[config.mk]
export PLATFORM = sky130hd
export DESIGN_NAME = fifo_rd_stream
export DESIGN_NICKNAME = d
export VERILOG_FILES = /design/src/rtl/fifo_rd_stream.sv
export SDC_FILE = /design/constraint.sdc
export NUM_CORES = 1
export LEC_CHECK = 0
export ABC_AREA = 1
export BUFFER_PORTS_ARGS = -buffer_cell sky130_fd_sc_hd__buf_2
export CORE_ASPECT_RATIO = 2
export CORE_MARGIN = 3
export CORE_UTILIZATION = 55
export DETAILED_ROUTE_END_ITERATION = 10
export PLACE_DENSITY = 0.78
export RECOVER_POWER = 100
export SYNTH_ARGS = -nofsm -noshare
export SYNTH_HDL_FRONTEND = slang
export SYNTH_SLANG_ARGS = --single-unit
[constraint.sdc]
create_clock -name clk -period 2.9 [get_ports clk]
set_input_delay 0.58 -clock clk [delete_from_list [all_inputs] [get_ports clk]]
set_output_delay 0.58 -clock clk [all_outputs]
set_load 0.02 [all_outputs]
[src/rtl/fifo_rd_stream.sv]
// Read-side adapter for a non-FWFT FIFO. It prefetches against a credit limit so that
// returning data always has a free skid-buffer slot, and it frames the output stream into fixed-length packets.
module fifo_rd_stream #(
    parameter int unsigned WIDTH     = 16,
    parameter int unsigned RD_LAT    = 1,
    parameter int unsigned BUF_DEPTH = 3,
    parameter int unsigned PKT_LEN   = 8
) (
    input  logic                             clk,
    input  logic                             rst,
    output logic                             fifo_read,
    input  logic [WIDTH-1:0]                 fifo_dout,
    input  logic                             fifo_empty,
    output logic [WIDTH-1:0]                 m_data,
    output logic                             m_valid,
    input  logic                             m_ready,
    output logic                             m_last,
    output logic [$clog2(BUF_DEPTH+1)-1:0]   occupancy,
    output logic [15:0]                      pkt_cnt
);

    localparam int unsigned OCC_W  = $clog2(BUF_DEPTH + 1);
    localparam int unsigned PTR_W  = (BUF_DEPTH > 1) ? $clog2(BUF_DEPTH) : 1;
    localparam int unsigned BEAT_W = (PKT_LEN > 1) ? $clog2(PKT_LEN) : 1;
    localparam int unsigned PKT_W  = 16;

    if (RD_LAT != 1 && RD_LAT != 2) begin : g_bad_lat
        $fatal(1, "fifo_rd_stream: RD_LAT must be 1 or 2");
    end
    if (BUF_DEPTH < RD_LAT + 1) begin : g_bad_depth
        $fatal(1, "fifo_rd_stream: BUF_DEPTH must be at least RD_LAT+1");
    end
    if (PKT_LEN < 1) begin : g_bad_pkt
        $fatal(1, "fifo_rd_stream: PKT_LEN must be at least 1");
    end

    logic [WIDTH-1:0]  mem_q [BUF_DEPTH];
    logic [PTR_W-1:0]  head_q, head_d;
    logic [PTR_W-1:0]  tail_q, tail_d;
    logic [OCC_W-1:0]  occ_q, occ_d;
    logic [OCC_W-1:0]  infl_q, infl_d;
    logic [RD_LAT-1:0] rd_pipe_q, rd_pipe_d;
    logic [BEAT_W-1:0] beat_q, beat_d;
    logic [PKT_W-1:0]  pkt_q, pkt_d;
    logic [OCC_W:0]    credit;
    logic              capture;
    logic              pop;

    // Next-state logic: credit-gated read issue, return pipe, buffer pointers and framing.
    always_comb begin
        m_valid   = (occ_q != '0);
        m_data    = mem_q[head_q];
        m_last    = m_valid && (beat_q == BEAT_W'(PKT_LEN - 1));
        occupancy = occ_q;
        pkt_cnt   = pkt_q;

        // A pop in this cycle is deliberately not counted as freed space.
        credit    = {1'b0, occ_q} + {1'b0, infl_q};
        fifo_read = !rst && !fifo_empty && (credit < (OCC_W + 1)'(BUF_DEPTH));

        capture   = rd_pipe_q[RD_LAT-1];
        pop       = m_valid && m_ready;

        rd_pipe_d    = rd_pipe_q;
        rd_pipe_d[0] = fifo_read;
        for (int i = 1; i < int'(RD_LAT); i++) begin
            rd_pipe_d[i] = rd_pipe_q[i-1];
        end

        infl_d = infl_q;
        unique case ({fifo_read, capture})
            2'b10:   infl_d = infl_q + OCC_W'(1);
            2'b01:   infl_d = infl_q - OCC_W'(1);
            default: infl_d = infl_q;
        endcase

        occ_d = occ_q;
        unique case ({capture, pop})
            2'b10:   occ_d = occ_q + OCC_W'(1);
            2'b01:   occ_d = occ_q - OCC_W'(1);
            default: occ_d = occ_q;
        endcase

        head_d = head_q;
        if (pop) begin
            head_d = (head_q == PTR_W'(BUF_DEPTH - 1)) ? '0 : head_q + PTR_W'(1);
        end
        tail_d = tail_q;
        if (capture) begin
            tail_d = (tail_q == PTR_W'(BUF_DEPTH - 1)) ? '0 : tail_q + PTR_W'(1);
        end

        beat_d = beat_q;
        pkt_d  = pkt_q;
        if (pop) begin
            beat_d = m_last ? '0 : beat_q + BEAT_W'(1);
            if (m_last) begin
                pkt_d = pkt_q + PKT_W'(1);
            end
        end
    end

    // Control registers; in-flight reads are forgotten on reset.
    always_ff @(posedge clk) begin
        if (rst) begin
            occ_q     <= '0;
            infl_q    <= '0;
            head_q    <= '0;
            tail_q    <= '0;
            rd_pipe_q <= '0;
            beat_q    <= '0;
            pkt_q     <= '0;
        end else begin
            assert (!(capture && !pop && occ_q == OCC_W'(BUF_DEPTH)))
                else $error("fifo_rd_stream: skid buffer overflow");
            occ_q     <= occ_d;
            infl_q    <= infl_d;
            head_q    <= head_d;
            tail_q    <= tail_d;
            rd_pipe_q <= rd_pipe_d;
            beat_q    <= beat_d;
            pkt_q     <= pkt_d;
        end
    end

    // Data storage carries no reset.
    always_ff @(posedge clk) begin
        if (!rst && capture) begin
            mem_q[tail_q] <= fifo_dout;
        end
    end

endmodule

==> qor.csv <==
stage;metric;value;unit
outcome;status;completed;
cells_and_area;area_growth;16.44;%
detailed_routing;wl_per_cell;14.65;µm
timing;slew_viol_final;0;
cells_and_area;final_cell_mix;clkbuf_1 (58), nand2_1 (57), nor2_1 (57);
hold_path;hold_end;mem_q[2][9]$_DFFE_PP_;
cells_and_area;multiInputGateArea;0.001012;mm²
run;drv_cap;0;
global_route;grt_start_max_net_pins;22;
setup_path;endpoint_kind;primary output;
cells_and_area;insertedDiodeCount;0;
timing;finalCritPeriodShare;83.91;%
setup_path;r2r_setup_slack;0.75;ns
power_and_ir_drop;p_leak;1.430;nW
setup_path;r2r_cells;10;
synth;synth_seq_cells;78;
detailed_routing;via_per_inst;5.433;
setup_path;cpMostUsedCell;nand2_1;
clock_tree;post_cts_buffers;0;
detailed_routing;drt_iter0_drc;83;
timing;setup_violations;0;
place;port_buffers;56;
global_route;grt_pass1_vias;2441;
setup_path;reg2reg_to;infl_q[1]$_SDFFE_PP0P_;
global_route;grt_pass1_wl;10.61;mm
clock_tree;cts_sinks;78;
place;gp_congestion;0.8434;
timing;fmax;411.0;MHz
clock_tree;htreeDepth;3;
place;hpwl;4.672;mm
setup_path;cp_slowest_stage_delay;0.41;ns
setup_path;criticalPathCategory;flop to primary output;
timing;fin_worst_skew;0.007023;ns
clock_tree;cts_tree;done;
place;place_area;0.003636;mm²
cells_and_area;drive_gt1_share;6.767;%
timing;tightest_slew;1.008;ns
hold_path;worstHoldPathCells;1;
power_and_ir_drop;power-per-cell-area;754.1;mW/mm²
cells_and_area;fin_cells;460;
setup_path;worstPathRequired;2.32;ns
global_route;grt-ovfl-total;0;
clock_tree;clk_pin_slew;0.06;ns
clock_tree;cts_resized;0;
detailed_routing;dr_total_vias;2499;
floorplan;die_y;115.0;µm
clock_tree;cts_buffers;9;
timing;tns;0;ns
detailed_routing;drc;0;
clock_tree;cts_buffer_depth;2;
floorplan;initial_core_util;57.20;%
clock_tree;clk_latency;0.33;ns
setup_path;cp_data_arrival_time;1.85;ns
cells_and_area;postLayoutCellArea;0.003802;mm²
timing;grt_setup_unrepaired;false;
synth;yosysSeqAreaShare;62.53;%
synth;syn-cell-area;0.003266;mm²
timing;slew_headroom;32.82;%
synth;syn-num-nets;357;
hold_path;holdCritPathClass;input port to flop;
floorplan;io_pins;57;
global_route;grtUsageTotal;20.87;%
detailed_routing;antenna_left;0;
detailed_routing;drt_first_pass_iters;4;
clock_tree;cts_root_buf;clkbuf_16;
cells_and_area;regArea;0.002042;mm²
detailed_routing;drt_wl_total;6.738;mm
floorplan;die_area;0.006954;mm²
synth;syn_inst;330;
global_route;antenna_found_initial;0;
setup_path;slowest_stage;dfxtp_1;
cells_and_area;n_fill_cell;492;
cells_and_area;fin_util;66.60;%
cells_and_area;layout.nets;421;
power_and_ir_drop;ir_worst_vdd;0.8074;mV
floorplan;fp.dieW;60.49;µm
floorplan;core;0.005709;mm²
synth;yosysUniqueCellTypes;29;
clock_tree;cts_hold_buf;0;
synth;syn_avg_cell_area;9.896;µm²
place;place_inst;444;
synth;yosysWarnings;0;
setup_path;crit_path_max_fanout;6;
setup_path;worst_setup_path_start_kind;flop;
setup_path;reg2reg_from;occupancy[0]$_SDFFE_PP0P_;
floorplan;rows;39;
timing;min_period;2.433;ns
setup_path;path_cells;ha_1, fa_1, nand2_1, nand2_1, nor2_1, clkbuf_1;
hold_path;min_from;fifo_dout[9];
cells_and_area;final_common_cell;clkbuf_1;
timing;hold_viol_final;0;
[report_power, final]
group	total, W	internal, W	switching (W)	leakage, nW
Combinational	0.000490	0.000144	0.000346	0.611
Sequential	0.00127	0.00124	0.0000364	0.678
Clock	0.00111	0.000689	0.000416	0.142
Total	0.00287	0.00207	0.000799	1.43
[per-stage QoR]
stage	setup WS (ns)	total power [W]	hold WS [ns]
finish	0.4667	0.002868	0.4837
global placement	0.8803	0.001803	0.4701
global route	0.2984	0.002990	0.4728
detailed placement	0.7822	0.001823	0.5037
floorplan	0.4074	0.001648	0.4592
CTS	0.5303	0.002938	0.4378
[layout make-up]
class | instances | area share, %
clock buffers | 11 | 6.384
clock inverters | 5 | 1.547
inverters | 33 | 3.258
multi-input cells | 210 | 26.62
flip-flops and latches | 78 | 53.70
well taps | 61 | 2.007
repair buffers | 62 | 6.482
[how the worst max path moves through the flow]
stage,start,end,slack [ns],cells past startpoint
finish,occupancy[0]$_SDFFE_PP0P_,fifo_read,0.47,6
global route,occupancy[0]$_SDFFE_PP0P_,fifo_read,0.30,6
CTS,occupancy[0]$_SDFFE_PP0P_,fifo_read,0.53,6
detailed placement,occupancy[0]$_SDFFE_PP0P_,infl_q[1]$_SDFFE_PP0P_,0.78,10
global placement,occupancy[0]$_SDFFE_PP0P_,infl_q[1]$_SDFFE_PP0P_,0.88,10
floorplan,rst,mem_q[0][0]$_DFFE_PP_,0.41,4
[kinds of logic after synthesis]
| logic type | count (synthesis) | synth area share [%] |
|---|---|---|
| buffers and inverters | 42 | 5.058 |
| adder cells (fa/ha/maj) | 7 | 2.912 |
| AND/OR/NAND/NOR | 142 | 19.43 |
| flip-flops | 78 | 62.53 |
| XOR/XNOR | 1 | 0.2682 |
| AO/OA/AOI/OAI | 60 | 9.809 |
[state kept, by name, summed over array words and instances (netlist names), named ones only]
| name | cells |
|---|---|
| tail_q | 2 |
| head_q | 2 |
| pkt_cnt | 16 |
| occupancy | 2 |
| infl_q | 2 |
| beat_q | 3 |
| capture | 1 |
| mem_q | 48 |
[metal layers]
metal | vias up | track usage [%] | wire length [µm]
li1 | 1241 | - | -
met1 | 1179 | 20.52 | 2460
met2 | 64 | 38.58 | 3831
met3 | 15 | 5.169 | 276
met4 | 0 | 10.13 | 170
met5 | - | 0 | 0
[worst max-delay path: cells and delay by family (launching register included)]
family | cells | cell delay, ns
buffers and inverters | 1 | 0.25
flip-flops | 1 | 0.41
AND/OR/NAND/NOR | 3 | 0.26
adder cells (fa/ha/maj) | 2 | 0.60
[cells in the mapped netlist]
| master | number | share of area [%] |
|---|---|---|
| nand2_1 | 56 | 6.4 |
| nor2_1 | 55 | 6.3 |
| edfxtp_1 | 48 | 44 |
| a21oi_1 | 44 | 6.7 |
| inv_1 | 32 | 3.7 |
| dfxtp_1 | 30 | 18 |
| o21ai_0 | 9 | 1.4 |
| nand3_1 | 7 | 1.1 |
| nor3_1 | 7 | 1.1 |
| buf_2 | 6 | 0.92 |
| ha_1 | 6 | 2.3 |
| nand4_1 | 6 | 1.1 |
| clkbuf_1 | 3 | 0.34 |
| a31o_2 | 2 | 0.54 |
| nand2_2 | 2 | 0.38 |
| nor2_4 | 2 | 0.69 |
| o211a_1 | 2 | 0.61 |
| o21ai_1 | 2 | 0.31 |
| a211oi_1 | 1 | 0.23 |
| and3_1 | 1 | 0.19 |
| fa_1 | 1 | 0.61 |
| inv_2 | 1 | 0.11 |
| nand2_4 | 1 | 0.34 |
| nand3_2 | 1 | 0.31 |
| nand3_4 | 1 | 0.54 |
| nor2_2 | 1 | 0.19 |
| nor3_4 | 1 | 0.50 |
| nor3b_1 | 1 | 0.23 |
| xor2_1 | 1 | 0.27 |
(Power assumes the default switching activity.)
